==> src/rtl/noc_pkg.sv <==
// Shared NoC definitions: flit format, router port indices and the
// output-stage state encoding used by the per-port arbiter.
package noc_pkg;

  localparam int unsigned FLIT_W  = 33;
  localparam int unsigned N_PORTS = 5;

  // Requester / port index order shared by all router blocks
  localparam int unsigned PORT_LEFT  = 0;
  localparam int unsigned PORT_RIGHT = 1;
  localparam int unsigned PORT_UP    = 2;
  localparam int unsigned PORT_DOWN  = 3;
  localparam int unsigned PORT_PE    = 4;

  typedef logic [FLIT_W-1:0] flit_t;

  // Destination coordinate fields inside a flit (2-bit X/Y mesh addressing)
  localparam int unsigned DEST_X_HI = 32;
  localparam int unsigned DEST_X_LO = 31;
  localparam int unsigned DEST_Y_HI = 30;
  localparam int unsigned DEST_Y_LO = 29;

  // One-entry output stage; encoding chosen so FULL decodes directly as valid
  typedef enum logic {
    ST_EMPTY = 1'b0,
    ST_FULL  = 1'b1
  } out_state_e;

endpackage

==> src/rtl/rr_picker.sv <==
// Combinational round-robin picker.
// Searches req_i starting just after last_i (wrapping modulo N) and returns
// the first requester found.
//   req_i     : request vector
//   last_i    : index of the previous winner
//   gnt_oh_c  : one-hot grant (zero when nothing requests)
//   gnt_idx_c : encoded grant index
//   gnt_vld_c : some requester was picked
module rr_picker
  import noc_pkg::*;
#(
  parameter int unsigned N     = 5,
  parameter int unsigned IDX_W = 3
) (
  input  logic [N-1:0]     req_i,
  input  logic [IDX_W-1:0] last_i,
  output logic [N-1:0]     gnt_oh_c,
  output logic [IDX_W-1:0] gnt_idx_c,
  output logic             gnt_vld_c
);

  localparam int unsigned SEL_W = $clog2(N);

  // First requester at offset 1..N from the previous winner; offset N wraps
  // back to the previous winner itself, so it is served only when alone.
  always_comb begin
    int unsigned k;
    gnt_oh_c  = '0;
    gnt_idx_c = '0;
    gnt_vld_c = 1'b0;
    k         = 0;
    for (int unsigned off = 1; off <= N; off++) begin
      k = (32'(last_i) + off) % N;
      if (!gnt_vld_c && req_i[SEL_W'(k)]) begin
        gnt_vld_c             = 1'b1;
        gnt_idx_c             = IDX_W'(k);
        gnt_oh_c[SEL_W'(k)]   = 1'b1;
      end
    end
  end

endmodule

==> src/rtl/noc_port_arbiter.sv <==
// Output-port arbiter for one direction of a mesh router.
// Round-robin selection among N_IN requesters into a one-entry registered
// output stage, with a sticky stall watchdog on the output link.
//   clk, reset            : clock, synchronous active-high reset
//   in_valid/in_data      : per-requester flits, requester i at [i*FLIT_W +: FLIT_W]
//   in_ready              : combinational accept, one-hot or zero
//   out_valid/out_data    : registered output flit
//   out_ready             : downstream accept
//   last_grant            : most recently granted requester
//   stall_err             : sticky, set after TIMEOUT consecutive stalled cycles
module noc_port_arbiter #(
  parameter int unsigned N_IN    = noc_pkg::N_PORTS,
  parameter int unsigned FLIT_W  = noc_pkg::FLIT_W,
  parameter int unsigned TIMEOUT = 1024,
  parameter int unsigned CNT_W   = $clog2(TIMEOUT + 1)
) (
  input  logic                     clk,
  input  logic                     reset,
  input  logic [N_IN-1:0]          in_valid,
  input  logic [N_IN*FLIT_W-1:0]   in_data,
  output logic [N_IN-1:0]          in_ready,
  output logic                     out_valid,
  output logic [FLIT_W-1:0]        out_data,
  input  logic                     out_ready,
  output logic [2:0]               last_grant,
  output logic                     stall_err
);

  import noc_pkg::*;

  localparam int unsigned IDX_W = 3;

  out_state_e          state_q, state_d;
  logic [FLIT_W-1:0]   out_data_q, out_data_d;
  logic [IDX_W-1:0]    last_grant_q, last_grant_d;
  logic [CNT_W-1:0]    stall_cnt_q, stall_cnt_d;
  logic                stall_err_q, stall_err_d;

  logic [N_IN-1:0]     gnt_oh_c;
  logic [IDX_W-1:0]    gnt_idx_c;
  logic                gnt_vld_c;
  logic                slot_free_c;
  logic                grant_c;
  logic                stall_c;

  logic [FLIT_W-1:0]   in_flit [N_IN];

  // Unpack the flit bus so the winner can be selected by index
  for (genvar i = 0; i < N_IN; i++) begin : g_unpack
    assign in_flit[i] = in_data[i*FLIT_W +: FLIT_W];
  end

  rr_picker #(
    .N     (N_IN),
    .IDX_W (IDX_W)
  ) u_rr_picker (
    .req_i     (in_valid),
    .last_i    (last_grant_q),
    .gnt_oh_c  (gnt_oh_c),
    .gnt_idx_c (gnt_idx_c),
    .gnt_vld_c (gnt_vld_c)
  );

  // State register
  always_ff @(posedge clk) begin
    if (reset) begin
      state_q      <= ST_EMPTY;
      out_data_q   <= '0;
      last_grant_q <= IDX_W'(N_IN - 1);
      stall_cnt_q  <= '0;
      stall_err_q  <= 1'b0;
    end else begin
      state_q      <= state_d;
      out_data_q   <= out_data_d;
      last_grant_q <= last_grant_d;
      stall_cnt_q  <= stall_cnt_d;
      stall_err_q  <= stall_err_d;
    end
  end

  // Grant, accept and output-stage next state; a drain and refill may
  // happen on the same edge, keeping the stage FULL.
  always_comb begin
    state_d      = state_q;
    out_data_d   = out_data_q;
    last_grant_d = last_grant_q;
    slot_free_c  = (state_q == ST_EMPTY) || out_ready;
    grant_c      = gnt_vld_c && slot_free_c && !reset;
    in_ready     = grant_c ? gnt_oh_c : '0;

    if (grant_c) begin
      state_d      = ST_FULL;
      out_data_d   = in_flit[gnt_idx_c];
      last_grant_d = gnt_idx_c;
    end else if ((state_q == ST_FULL) && out_ready) begin
      state_d = ST_EMPTY;
    end
  end

  // Watchdog: count consecutive held-but-not-accepted cycles, saturating
  always_comb begin
    stall_cnt_d = '0;
    stall_c     = (state_q == ST_FULL) && !out_ready;
    if (stall_c) begin
      stall_cnt_d = (stall_cnt_q == CNT_W'(TIMEOUT)) ? stall_cnt_q
                                                     : stall_cnt_q + CNT_W'(1);
    end
    stall_err_d = stall_err_q || (stall_cnt_d == CNT_W'(TIMEOUT));
  end

  assign out_valid  = (state_q == ST_FULL);
  assign out_data   = out_data_q;
  assign last_grant = last_grant_q;
  assign stall_err  = stall_err_q;

endmodule

==> config.mk <==
export PLATFORM = sky130hd
export DESIGN_NAME = noc_port_arbiter
export DESIGN_NICKNAME = d
export VERILOG_FILES = /design/src/rtl/noc_pkg.sv /design/src/rtl/rr_picker.sv /design/src/rtl/noc_port_arbiter.sv
export SDC_FILE = /design/constraint.sdc
export NUM_CORES = 1
export LEC_CHECK = 0
export ABC_AREA = 1
export BUFFER_PORTS_ARGS = -buffer_cell sky130_fd_sc_hd__buf_4
export CORE_ASPECT_RATIO = 2
export CORE_MARGIN = 1.5
export CORE_UTILIZATION = 25
export CTS_CLUSTER_SIZE = 28
export DETAILED_ROUTE_END_ITERATION = 6
export PLACE_DENSITY = 0.52
export SYNTH_ARGS = -nofsm -noshare
export SYNTH_HDL_FRONTEND = slang
export SYNTH_SLANG_ARGS = --single-unit
==> constraint.sdc <==
create_clock -name clk -period 5 [get_ports clk]
set_input_delay 0.5 -clock clk [delete_from_list [all_inputs] [get_ports clk]]
set_output_delay 0.5 -clock clk [all_outputs]
set_load 0.02 [all_outputs]
Yosys cells after proc, flatten, opt, wreduce, memory -nomap -nowiden
Cells that the tools add are included.

storage, ports and cells
  flip-flop bits (word level) = 49
  input bits = 173
  output and inout bits = 43
  word-level logic and storage cells = 100

cells by class
  add/subtract/negate cells = 6
  div/mod/pow operators = 5
  magnitude comparators = 11
  equality and inequality tests = 2
  multiplexer cells = 43
  bitwise gates (word level) = 6
  reduce and logical (&&, ||, !) cells = 22

operators with widths
  kind                                                                                  number
  32-bit by 3-bit remainder unit with 32-bit output (second input constant)             5
  33-bit binary-select mux with 3-bit select                                            1
  33-bit 2-to-1 mux                                                                     2
  5-bit 2-to-1 mux                                                                      6
  11-bit == test (second input constant)                                                2
  11-bit 2-to-1 mux                                                                     2
  3-bit by 4-bit < comparator with 1-bit output (second input constant)                 5
  5-bit OR                                                                              4
  1-bit 2-to-1 mux                                                                      17
  1-bit binary-select mux with 3-bit select                                             5
  1-bit demux with 3-bit select                                                         5
  3-bit by 1-bit greater-or-equal comparator with 1-bit output (second input constant)  5
  3-bit 2-to-1 mux                                                                      5
  1-bit logical AND                                                                     13
  11-bit by 1-bit adder with 11-bit output (second input constant)                      1
  3-bit by 2-bit adder with 4-bit output (second input constant)                        2
  3-bit by 3-bit adder with 4-bit output (second input constant)                        2
  1-bit logical NOT                                                                     6
  3-bit by 1-bit adder with 4-bit output (second input constant)                        1
  4-bit greater-or-equal comparator (second input constant)                             1
  3-bit inverter with 4-bit output                                                      1
  1-bit logical OR                                                                      2
  2-bit nonzero test                                                                    1
  1-bit inverter                                                                        1

Logic depth before layout (Yosys ltp)
  word-level depth = 21
  depth in mapped cells = 35
  mapped depth without buffers = 33

Hierarchy
From an unflattened synthesis, not the netlist that was laid out.

unflattened totals
  cell total of the unflattened synthesis = 906
  area total of the unflattened synthesis = 5454.0 µm²

modules (own cells, without submodules)
  module            instances  cells an instance  area each (µm²)  seq. area each (µm²)
  noc_port_arbiter  1          550                3397.0           980.9
  rr_picker         1          356                2057.0           0.0

Worst setup path after synthesis
Ideal clock, no wire load.

  path type = register -> output
  start = register last_grant_q[0], in the netlist last_grant[0]
  end = output port in_ready[0]
  arrival time = 4.076 ns
  required time = 4.500 ns
  setup slack = 0.424 ns
  stages on the path, launching flop included = 28
  buffers on the path = 1
  cells stage by stage = dfxtp_1 -> inv_1 -> ha_1 -> inv_2 -> ha_1 -> nor2_1 -> nand3_1 -> nand2_1 -> nand2_1 -> nand2_1 -> inv_1 -> ha_1 -> nand2_1 -> nand3_2 -> nand2_1 -> nand2_1 -> nand2_1 -> nand2_1 -> nand3_1 -> nand3_1 -> nand2_2 -> nor2_4 -> o21ai_1 -> nand2_1 -> nor2_2 -> inv_2 -> buf_2 -> a31oi_1

on the way
  word-level cells in the longest chain between the ends = 20
  elaborated cells on any way between the ends = 70
  classes of those cells = 5 x add/sub; 5 x div; 10 x order compare; 31 x mux; 4 x bitwise; 15 x reduce/logical

ends and longest elaborated chain
  item                                                                                                        line                    source
  start, declared                                                                                             noc_port_arbiter.sv:35  logic [IDX_W-1:0] last_grant_q, last_grant_d;
  start signal, assigned                                                                                      noc_port_arbiter.sv:69  last_grant_q <= IDX_W'(N_IN - 1);
  start signal, assigned                                                                                      noc_port_arbiter.sv:75  last_grant_q <= last_grant_d;
  parallel branches: the longest is 19 deep, another holds 32-bit by 3-bit remainder unit with 32-bit output  n/a
  5-bit 2-to-1 mux (*)                                                                                        noc_port_arbiter.sv:89  in_ready = grant_c ? gnt_oh_c : '0;
  end, declared                                                                                               noc_port_arbiter.sv:21  output logic [N_IN-1:0] in_ready,

Every way passes the cells marked *. The select of a mux whose other input is x is not followed.

Final worst setup path
  start = register last_grant_q[2], in the netlist last_grant[2]
  end = output port in_ready[3]

The elaborated chain is that of the path after synthesis.

==> results.md <==
* Clock transition time at the flip-flop clock pins of the worst setup and hold paths at 70 ps
* Worst-Margin Slew at 503 ps
* Number of nets still failing antenna checks after routing at 0
* TNS Setup at 0 ps
* Number of ports placed on the die boundary at 216
* Launching element type of the critical path: flip-flop
* Final standard cell utilization of the core at 34.9%
* Shortest clock period the worst path allows after layout at 4600 ps
* Worst hold slack across all endpoints at 469 ps
* Fraction of final layout cells sized beyond drive strength 1 at 23.6%
* Most common flop cell mapped by yosys: dfxtp_1
* Initial detailed-routing violation count at 260
* GPL Wtd Cong at 0.932
* Warning count from the yosys run at 0
* Post-synthesis register bit count at 49
* Via-to-Cell Ratio at 4.62
* Via count of the first global-routing pass at 7285
* Data required time of the worst path at 4500 ps
* Clock tree from TritonCTS: yes
* Reg2reg path depth at 31
* Antenna diode count at 0
* Drt pass-1 iters at 6
* Largest fanout on the critical path at 6
* Maximum Capacitance Violations at 0
* Worst hold path cell count at 1
* Arrival time reported for the critical path endpoint at 4100 ps
* Distinct cell type count after synthesis at 40
* Buffer cell driving the clock tree root: clkbuf_16
* Chip Height at 219 µm
* Area share of and/or/nand/nor cells after synthesis at 46.7%
* Critical path class: reg -> out
* Residual DRC at 0
* Path class of the lowest-slack min-delay path: reg -> reg
* Maximum clock frequency at 217 MHz
* Core ar. at 22700 µm²
* Count of input and output buffers at 215
* Area growth from synthesis to final layout at 36.2%
* Worst clock skew on the final layout at 13.8 ps
* Synthesized net count at 1279
* Die area at 24300 µm²
* Kind of end point of the critical path: output port
* Total number of clock tree sinks at 49
* Compound-gate portion of the synthesized area at 10.2%
* Portion of the post-synthesis area used by sequential elements at 16.8%
* Final wirelength at 24800 µm
* Main combinational cell family by area after synthesis: simple AND/OR/NAND/NOR gates
* Hold buffer count at cts at 0
* Pin count of the biggest net entering global routing at 61
* Nets at 1475
* Adder-cell share of the synthesized area at 6.01%
* Final worst path period share at 92.0%
* Worst setup slack after placement at 409 ps
* Number of buffers between clock root and the deepest sink at 2
* Post-Syn Area per Cell at 5.41 µm²
* Vias post-DR at 7182
* Number of enable-type register cells in the synthesized netlist at 0
* Inserted Clock Buffers at 5
* Initial Utilization at 25.6%
* Number of antenna violations at the first check in global routing at 0
* Cells after synthesis at 1078
* Final hold violation count at 0
* Die outline width at 111 µm
* Share of synthesized flip-flops with an asynchronous set or reset at 0%
* Slew HR at 66.3%
* Register-to-Register Setup Slack at 580 ps
* Setup repair after global routing missed its margin: no
* Wire length of the first global-routing pass at 37800 µm
* Row cnt at 78
* Total global routing track utilization at 20.0%
* Level count of the clock H-tree at 2
* Final setup vio count at 0
* Fraction of synthesized area in multiplexers at 0%
* Run status: finished, final reports clean
* Post-synthesis xor/xnor area fraction at 1.05%
* Cell area after synthesis at 5830 µm²
* Wirelength per Cell at 15.9 µm
* Dpl hpwl at 20300 µm
* Clock latency on the worst-skew pair at 310 ps
* Setup ws final at 401 ps
* Number of pins with negative max-slew slack in the final report at 0
* Grt total ovfl at 0
[stage by stage]
step	cell area [µm²]	std cells
after global routing	7940	1555
final	7940	1555
after global placement	7760	1546
after floorplan	5830	1078
after detailed placement	7760	1546
after CTS	7910	1554
[state kept, by name (all words and copies together), names as in the netlist]
signal       count
stall_err        1
stall_cnt_q     11
last_grant       3
out_valid        1
out_data        33
[cell usage after synthesis, drive strengths merged, types with 5 or more instances]
master / count / share of area, %
nand2: 335 / 22
inv: 227 / 15
nand3: 197 / 18
a21oi: 77 / 6.9
nor2: 56 / 4.3
dfxtp: 49 / 17
buf: 32 / 3.4
ha: 28 / 6.0
clkbuf: 17 / 1.1
o21ai: 14 / 1.3
nand4: 9 / 1.1
nor3: 8 / 0.69
xor2: 6 / 0.90
o211ai: 5 / 0.64
[placed cells by master, fill, tap and decap left out, types with 6 or more instances in the layout]
cell,n
a21oi_1,74
buf_4,233
dfxtp_1,49
ha_1,26
inv_1,213
inv_2,12
nand2_1,320
nand2_2,14
nand3_1,189
nand3_2,7
nand4_1,8
nor2_1,46
nor2_2,6
nor3_1,8
o21ai_0,7
o21ai_1,6
[cell type report]
class | count | area, µm²
well taps | 280 | 350
multi-input cells | 753 | 3750
inverters | 227 | 857
fillers | 2613 | 14800
clock inverters | 3 | 25.0
flip-flops and latches | 49 | 981
clock buffers | 5 | 125
repair buffers | 238 | 1850
[final timing paths]
kind | from | endpoint
min reg2reg | stall_err | stall_err
max | last_grant[2] | in_ready[3]
min | stall_err | stall_err
max reg2reg | last_grant[2] | out_data[12]
[routing by layer]
layer / share of wire (%) / vias to the layer above / track usage (%) / wire (µm)
met2: 57 / 206 / 41.9 / 14300
met5: 0 / - / 0 / 0
met4: 6.0 / 0 / 11.2 / 1480
met3: 4.4 / 56 / 3.34 / 1100
met1: 32 / 3186 / 17.3 / 7970
li1: - / 3734 / - / -
[critical path, stage by stage (launching register included)]
cell and delay, ps:
dfxtp_1 370, inv_4 80, ha_1 370, inv_1 90, a21oi_1 190, nand2_1 90
nand2_1 90, inv_1 60, ha_1 190, inv_1 70, a21oi_1 50, o21ai_1 120
inv_1 80, o21ai_1 200, inv_1 140, nand2_1 150, inv_1 70, nand3b_1 110
nand3_1 160, nor2_4 180, nand2_2 70, nor2_4 140, nand2_2 90, inv_2 120
nand3_1 150, a21oi_1 220, buf_4 170
[kinds of logic after synthesis]
logic type                 count (synthesis)
AOI/OAI and AO/OA                        107
xor gates and xnor gates                   7
adders and majority gates                 28
buffers and inverters                    276
DFF                                       49
and+or+nand+nor                          611
[repair_timing]
item / in CTS / in global routing
hold endpoints to repair: 0 / 0
endpoints found under the setup margin: 0 / 6
setup buffers: 0 / 1
gates resized for setup: 0 / 8
Power is left out: the tool's default activity adds up to more than one toggle a clock period on the data nets, which glitch-free logic cannot reach.
